File: src/rtl/tff_mon_pkg.sv
// Shared types and helpers for the TFF consistency monitor.
package tff_mon_pkg;

  typedef enum logic [1:0] {
    StIdle,
    StCheck,
    StFault
  } mon_state_e;

  // Bit positions of each upstream implementation in mismatch vectors.
  localparam int unsigned IdxSr = 2;
  localparam int unsigned IdxJk = 1;
  localparam int unsigned IdxD  = 0;

  // Increment val, clamping at the all-ones value of a width-bit counter.
  function automatic logic [31:0] sat_inc(input logic [31:0] val, input int unsigned width);
    logic [31:0] max_val;
    max_val = (width >= 32) ? 32'hFFFF_FFFF : ((32'd1 << width) - 32'd1);
    return (val >= max_val) ? max_val : (val + 32'd1);
  endfunction

endpackage

File: src/rtl/sat_counter.sv
// Saturating up-counter with synchronous reset and synchronous clear (clear wins).
module sat_counter
  import tff_mon_pkg::*;
#(
  parameter int unsigned W = 8
) (
  input  logic         clk,
  input  logic         rst,
  input  logic         clr,
  input  logic         inc,
  output logic [W-1:0] cnt
);

  logic [W-1:0] cnt_q, cnt_d;

  // Next count: clear beats increment; increment sticks at all-ones.
  always_comb begin
    cnt_d = cnt_q;
    if (clr) begin
      cnt_d = '0;
    end else if (inc) begin
      cnt_d = W'(sat_inc(32'(cnt_q), W));
    end
  end

  // Count register.
  always_ff @(posedge clk) begin
    if (rst) begin
      cnt_q <= '0;
    end else begin
      cnt_q <= cnt_d;
    end
  end

  assign cnt = cnt_q;

endmodule

File: src/rtl/tff_consistency_monitor.sv
// Checks the SR/JK/D-based T flip-flop outputs against a golden toggle model,
// counts toggles and mismatches, and latches first-failure information.
module tff_consistency_monitor
  import tff_mon_pkg::*;
#(
  parameter int unsigned CNT_W         = 8,
  parameter bit          STOP_ON_FAULT = 1'b1
) (
  input  logic             clk,
  input  logic             rst,
  input  logic             T,
  input  logic             Q_SR,
  input  logic             Q_JK,
  input  logic             Q_D,
  input  logic             start,
  input  logic             stop,
  input  logic             clr_err,
  output logic             q_vote,
  output logic             q_ref,
  output logic [2:0]       mismatch_vec,
  output logic [CNT_W-1:0] toggle_cnt,
  output logic [CNT_W-1:0] cyc_cnt,
  output logic [CNT_W-1:0] err_cnt,
  output logic             fault,
  output logic [2:0]       first_fail_vec,
  output logic [CNT_W-1:0] first_fail_cyc,
  output logic             busy
);

  mon_state_e       state_q;
  logic             q_ref_q;
  logic [2:0]       mm_now;
  logic             any_mm;
  logic [2:0]       mm_q;
  logic [2:0]       ff_vec_q;
  logic [CNT_W-1:0] ff_cyc_q;
  logic             fault_q;

  logic             start_acc;
  logic             clr_acc;
  logic             cyc_inc;
  logic             err_clr;
  logic             err_inc;

  // Compare the upstream state against the model before the model advances.
  always_comb begin
    mm_now        = '0;
    mm_now[IdxSr] = Q_SR ^ q_ref_q;
    mm_now[IdxJk] = Q_JK ^ q_ref_q;
    mm_now[IdxD]  = Q_D ^ q_ref_q;
    any_mm        = |mm_now;
  end

  // Counter controls derived from the current state and pulses.
  always_comb begin
    start_acc = (state_q == StIdle) && start;
    clr_acc   = (state_q == StFault) && clr_err;
    cyc_inc   = (state_q == StCheck) || ((state_q == StFault) && !STOP_ON_FAULT);
    err_clr   = start_acc || clr_acc;
    err_inc   = (state_q != StIdle) && any_mm;
  end

  // Golden model: toggles on T in every state.
  always_ff @(posedge clk) begin
    if (rst) begin
      q_ref_q <= 1'b0;
    end else begin
      q_ref_q <= q_ref_q ^ T;
    end
  end

  // Monitor FSM with registered mismatch, fault and first-failure outputs.
  always_ff @(posedge clk) begin
    if (rst) begin
      state_q  <= StIdle;
      mm_q     <= '0;
      ff_vec_q <= '0;
      ff_cyc_q <= '0;
      fault_q  <= 1'b0;
    end else begin
      unique case (state_q)
        StIdle: begin
          mm_q    <= '0;
          fault_q <= 1'b0;
          if (start) begin
            state_q <= StCheck;
          end
        end
        StCheck: begin
          mm_q <= mm_now;
          // A mismatch outranks a concurrent stop.
          if (any_mm) begin
            state_q  <= StFault;
            fault_q  <= 1'b1;
            ff_vec_q <= mm_now;
            ff_cyc_q <= cyc_cnt;
          end else if (stop) begin
            state_q <= StIdle;
          end
        end
        StFault: begin
          // Only clr_err leaves FAULT; a coincident start is dropped.
          if (clr_err) begin
            state_q  <= StIdle;
            mm_q     <= '0;
            ff_vec_q <= '0;
            ff_cyc_q <= '0;
            fault_q  <= 1'b0;
          end else begin
            mm_q <= mm_now;
          end
        end
        default: begin
          state_q <= StIdle;
          fault_q <= 1'b0;
        end
      endcase
    end
  end

  sat_counter #(
    .W (CNT_W)
  ) u_toggle_cnt (
    .clk (clk),
    .rst (rst),
    .clr (1'b0),
    .inc (T),
    .cnt (toggle_cnt)
  );

  sat_counter #(
    .W (CNT_W)
  ) u_cyc_cnt (
    .clk (clk),
    .rst (rst),
    .clr (start_acc),
    .inc (cyc_inc),
    .cnt (cyc_cnt)
  );

  sat_counter #(
    .W (CNT_W)
  ) u_err_cnt (
    .clk (clk),
    .rst (rst),
    .clr (err_clr),
    .inc (err_inc),
    .cnt (err_cnt)
  );

  assign q_vote         = (Q_SR & Q_JK) | (Q_SR & Q_D) | (Q_JK & Q_D);
  assign q_ref          = q_ref_q;
  assign mismatch_vec   = mm_q;
  assign fault          = fault_q;
  assign first_fail_vec = ff_vec_q;
  assign first_fail_cyc = ff_cyc_q;
  assign busy           = (state_q != StIdle);

endmodule

File: config.mk
export PLATFORM = sky130hd
export DESIGN_NAME = tff_consistency_monitor
export DESIGN_NICKNAME = d
export VERILOG_FILES = /design/src/rtl/tff_mon_pkg.sv /design/src/rtl/sat_counter.sv /design/src/rtl/tff_consistency_monitor.sv
export SDC_FILE = /design/constraint.sdc
export NUM_CORES = 1
export LEC_CHECK = 0
export ABC_AREA = 0
export BUFFER_PORTS_ARGS = -buffer_cell sky130_fd_sc_hd__buf_2
export CORE_MARGIN = 5
export CORE_UTILIZATION = 45
export CTS_CLUSTER_SIZE = 24
export DETAILED_ROUTE_END_ITERATION = 8
export GPL_TIMING_DRIVEN = 0
export PLACE_DENSITY = 0.72
export SLEW_MARGIN = 40
export SYNTH_ARGS = -nofsm -noshare
export SYNTH_HDL_FRONTEND = slang
export SYNTH_SLANG_ARGS = --single-unit
File: constraint.sdc
create_clock -name clk -period 1.7 [get_ports clk]
set_clock_uncertainty 0.05 [all_clocks]
set_input_delay 0.34 -clock clk [delete_from_list [all_inputs] [get_ports clk]]
set_output_delay 0.34 -clock clk [all_outputs]
set_load 0.02 [all_outputs]
* Word level (Yosys, flattened, before mapping)
Index checks and enable logic that the tools add are counted.
Storage, ports and cells: bits in registers 42, input bits 9, output and inout port bits 42, word-level logic and storage cells 63
Operators by class: add/sub/neg operators 3, magnitude comparators 3, equal/unequal tests 6, mux-type cells 19, bitwise logic cells 9, reduce and logical (&&, ||, !) cells 14
Operators by type and width (number):
- $mux 8 | 5
- $add 8x1->8 const B | 3
- $ge 8x8->1 const B | 3
- $pmux 8 s2 | 1
- $mux 3 | 3
- $pmux 3 s3 | 1
- $mux 2 | 4
- $ne 2x2->1 const B | 3
- $pmux 2 s3 | 1
- $pmux 3 s2 | 1
- $reduce_and 3->1 | 2
- $reduce_bool 2->1 | 2
- $reduce_or 2->1 | 2
- $xor 1x1->1 | 4
- $and 1x1->1 | 3
- $logic_and 1x1->1 | 3
- $ne 3x3->1 const B | 1
- $reduce_bool 3->1 | 1
- $reduce_or 3->1 | 1
- $eq 2x1->1 const B | 1
- $eq 2x2->1 const B | 1
- $logic_not 2->1 | 1
- $mux 1 | 2
- $or 1x1->1 | 2
- 3 further kinds | 3

* Longest topological paths before layout
depth in word-level cells 4, mapped depth 8, gate-level depth less buffers 6

* Cells and area by module
A second synthesis with hierarchy kept.
Second synthesis, totals: cells, all modules 240, area total of the unflattened synthesis 2087.0 um^2
By module, submodules not included:
- sat_counter | instances 3, cells each 46, area an instance 392.9 um^2, sequential area each 160.2 um^2
- tff_consistency_monitor | instances 1, cells each 102, area an instance 908.4 um^2, sequential area each 360.3 um^2

* Least setup slack after synthesis
No wires, ideal clock.
path type register to register, from reg state_q[1], to reg u_err_cnt.cnt_q[0] (netlist: u_err_cnt.cnt[0]), setup time 0.124 ns, arrival time 1.553 ns, data required time 1.526 ns, slack -0.027 ns, stages on the path, launching flop included 7, path buffers 0, clock period less this slack 1.727 ns, cells stage by stage dfxtp_1 inv_1 ha_1 inv_1 o21ai_1 a21o_1 nor3_1
On the way: elaborated cells between the ends (all ways) 8, those cells by class eq/ne: 1; reduce/logical: 7
RTL lines:
- start: declaration | line tff_consistency_monitor.sv:30 | mon_state_e state_q;
- start signal: assignment | line tff_consistency_monitor.sv:75 | state_q <= StIdle;
- start signal: assignment | line tff_consistency_monitor.sv:86 | state_q <= StCheck;
- start signal: assignment | line tff_consistency_monitor.sv:93 | state_q <= StFault;
- $reduce_bool 2->1
- named net busy | line tff_consistency_monitor.sv:27 | output logic busy
- $logic_and 1x1->1 | line tff_consistency_monitor.sv:60 | err_inc = (state_q != StIdle) && any_mm;
- end signal: assignment | line sat_counter.sv:31 | cnt_q <= cnt_d;
- end: declaration | line sat_counter.sv:14 | logic [W-1:0] cnt_q, cnt_d;
The timed path passes the listed nets, and every way through them passes these cells. A chain may end at the register's enable or synchronous reset.

* Final worst setup path
from reg state_q[1], to reg ff_vec_q[1] (netlist: first_fail_vec[1])
On the way: longest elaborated chain between the ends 3, elaborated cells between the ends (all ways) 7, those cells by class eq/ne: 4; mux: 1; reduce/logical: 2
RTL lines:
- $eq 2x1->1 *
- named net cyc_inc | line tff_consistency_monitor.sv:41 | logic cyc_inc;
- $ne 2x2->1 (no line) or $reduce_bool 2->1 (tied branches)
- $reduce_and 3->1 (no line)
- end signal: assignment | line tff_consistency_monitor.sv:95 | ff_vec_q <= mm_now;
- end: declaration | line tff_consistency_monitor.sv:35 | logic [2:0] ff_vec_q;
Mark *: on every way through the listed nets, which the timed path passes. The rest lies on a longest branch.

==> metrics.md <==
| Metric | Value |
|---|---|
| Fin. Hold Viols | 0 |
| Pre-CTS WS | -0.134 ns |
| Vias in the first global route | 1672 |
| Synth Area in XOR/XNOR | 0.0396 |
| Die height | 76.5 um |
| Post-synth top area cell | dfxtp_1 |
| CP required | 1.85 ns |
| Post-synthesis simple-gate area fraction | 0.238 |
| CTS Sinks | 42 |
| Switching power of the nets | 0.892 mW |
| Post-synthesis instance total | 213 |
| Layout area overhead | 26.0% |
| Yosys top cell area share | 0.423 |
| GP Congestion | 0.818 |
| Slew HR | 0.689 |
| Routed Antenna Nets | 0 |
| CTS tree | done |
| CTS Root Cell | clkbuf_8 |
| VDD IR max | 0.000582 V |
| Outcome | finished, final reports clean |
| Final setup vio count | 0 |
| #FFs+latches synth | 42 |
| Layout fillers | 408 |
| Post-synth top flop | dfxtp_1 |
| Pwr dens | 1040 nW/um^2 |
| Compound-Gate Fraction of Synth Area | 0.187 |
| Post-synthesis sequential area ratio | 0.423 |
| DR WL/cell | 14.3 um |
| Post-CTS Hold Fix Bufs | 0 |
| First-pass GRT wire length | 7880 um |
| Site Rows | 24 |
| Largest family of logic cells by synthesized area | simple AND/OR/NAND/NOR gates |
| Crit path max fanout | 10 |
| Clock buffer depth | 2 |
| Total CTS buffers | 5 |
| Synth Net Count | 230 |
| Critical path class | reg -> reg |
| Fmax | 611 MHz |
| Grt total ovfl | 0 |
| HP Class | in -> reg |
| Detailed router's first-iteration violation count | 99 |
| GRT Total Usage | 0.161 |
| Starting density of the core | 0.460 |
| Worst-Skew Late Latency | 0.29 ns |
| First-pass DRT Iterations | 4 |
| Power share of the clock group | 0.261 |
| Post-synth ARST share | 0 |
| Netlist Area Pre-Place | 1990 um^2 |
| Share of layout cells above drive strength 1 | 0.346 |
| Slew @ Worst Pin | 0.467 ns |
| Vias post-DR | 1757 |
| Max H-tree Level | 2 |
| Max-slew violation count | 0 |
| Hpwl dp | 3230 um |
| Top-Level Pins | 51 |
| WL final | 4640 um |
| Sequential share of power | 0.432 |
| Number of flops mapped to enable cells by yosys | 0 |
| Max Cap Viol | 0 |
| WP data arrival | 1.79 ns |
| Setup Total Neg Slack | 0 ns |
| Sw Share | 0.342 |
| DRC Markers | 0 |
| Post-synthesis cell type count | 47 |
| Worst-path clk slew | 0.08 ns |
| Nets | 288 |
| PortBufs | 48 |
| Mux cell area share after synthesis | 0.0101 |
| Final cycle utilization of the critical path | 0.964 |
| Post-layout min period | 1.64 ns |
| Startpoint types | flop |
| Multi-input gate area | 1120 um^2 |
| Antenna diode count | 0 |
| DR vias/cell | 5.42 |
| Pleak | 1.08 nW |
| Comb pwr share | 0.307 |
| Core ar. | 4320 um^2 |
| Die ar. | 5850 um^2 |
| Internal power component | 1.72 mW |
| CP Capture Type | flop |
| Syn Area/Cell | 9.34 um^2 |
| Synth top area cells | dfxtp_1 42%, a22o_2 5.0%, ha_1 5.0%, a21oi_1 4.0%, nor2_1 3.4% |
| PnR worst setup slack | 0.0620 ns |
| Largest net degree at the start of global routing | 14 |
| Post-synthesis adder-cell area fraction | 0.0553 |
| Initial antenna violation count | 0 |
| Top cells by count, synth | 42 x dfxtp_1, 18 x nor2_1, 16 x a21oi_1, 13 x nor3_1 |
| Storage cell area | 845 um^2 |
| Die W | 76.5 um |
| Yosys warnings | 0 |
| Most common cell in the netlist | dfxtp_1 |
==> worst paths after layout <==
kind	slack, ns	endpoint	depth (start not counted)	startpoint
hold / removal	0.31	state_q[0]	3	stop
setup / recovery	0.06	first_fail_vec[1]	8	state_q[1]
hold reg to reg	0.43	first_fail_cyc[5]	1	first_fail_cyc[5]
setup reg to reg	0.06	first_fail_vec[1]	8	state_q[1]
==> per-stage QoR <==
stage	instances	cell area, um^2	util	hold slack, ns	total power, mW
2_1_floorplan	213	1990	-	0.482	1.66
3_3_place_gp	313	2300	0.532	0.406	1.83
3_5_place_dp	313	2300	0.532	0.407	1.84
4_1_cts	324	2470	0.571	0.306	2.58
5_1_grt	324	2510	0.580	0.321	2.77
6_report	324	2510	0.580	0.313	2.61
==> kinds of logic after synthesis <==
| family | after synthesis |
|---|---|
| adder cells (fa/ha/maj) | 9 |
| XOR/XNOR | 9 |
| AO/OA/AOI/OAI | 51 |
| multiplexers | 2 |
| flip-flops | 42 |
| buffers and inverters | 19 |
| AND/OR/NAND/NOR | 81 |
==> repair_timing <==
item | CTS | global route
hold endpoints to repair | 0 | 0
pin swaps | 0 | 1
resized for setup | 10 | 12
endpoints found under the setup margin | 20 | 27
gates cloned | 1 | 0
buffers inserted | 2 | 1
==> power groups by stage <==
stage / clock (mW) / sequential [mW] / combinational (mW)
2_1_floorplan: 0 / 1.20 / 0.452
3_3_place_gp: 0 / 1.14 / 0.687
3_5_place_dp: 0 / 1.14 / 0.696
4_1_cts: 0.707 / 1.12 / 0.755
5_1_grt: 0.742 / 1.14 / 0.889
6_report: 0.682 / 1.13 / 0.801
==> layer usage <==
metal / vias to the layer above / global-route usage / part of all wire / wire, um
li1: 901 / - / - / -
met1: 804 / 0.216 / 0.47 / 2180
met2: 45 / 0.238 / 0.46 / 2140
met3: 7 / 0.0402 / 0.053 / 247
met4: 0 / 0.0769 / 0.017 / 80
met5: - / 0 / 0 / 0
==> worst max-delay path: stages, from the launching register on <==
cell	delay, ns
dfxtp_2	0.34
inv_2	0.11
ha_2	0.22
buf_6	0.14
nor2_1	0.05
nor2_1	0.13
a21oi_2	0.10
buf_6	0.16
a22o_4	0.24
==> cell type report <==
| type | count | area share |
|---|---|---|
| Buffer | 8 | 0.0225 |
| Clock inverter | 1 | 0.00349 |
| Clock buffer | 7 | 0.0344 |
| Timing Repair Buffer | 52 | 0.114 |
| Inverter | 10 | 0.0150 |
| Tap cell | 52 | 0.0260 |
| Multi-Input combinational cell | 152 | 0.448 |
| Sequential cell | 42 | 0.337 |
==> flip-flops by register name, indices dropped and copies added, names as in the netlist <==
| name | flops |
|---|---|
| u_toggle_cnt.cnt | 8 |
| first_fail_cyc | 8 |
| fault | 1 |
| u_cyc_cnt.cnt | 8 |
| state_q | 2 |
| q_ref | 1 |
| u_err_cnt.cnt | 8 |
| first_fail_vec | 3 |
| mismatch_vec | 3 |
==> cells in the final DEF (no fill, tap or decap), types with 5 or more instances in the layout <==
cell	count
xor2_1	6
and3_1	5
nand3_1	8
buf_2	47
clkbuf_1	5
a22o_2	10
buf_4	5
dfxtp_1	39
nor3_1	13
inv_1	8
nor2_1	18
nand2_1	10
a21oi_1	16
ha_1	5
clkbuf_8	6
nand4_1	6
Note: power is estimated with default switching activity, not from simulation.
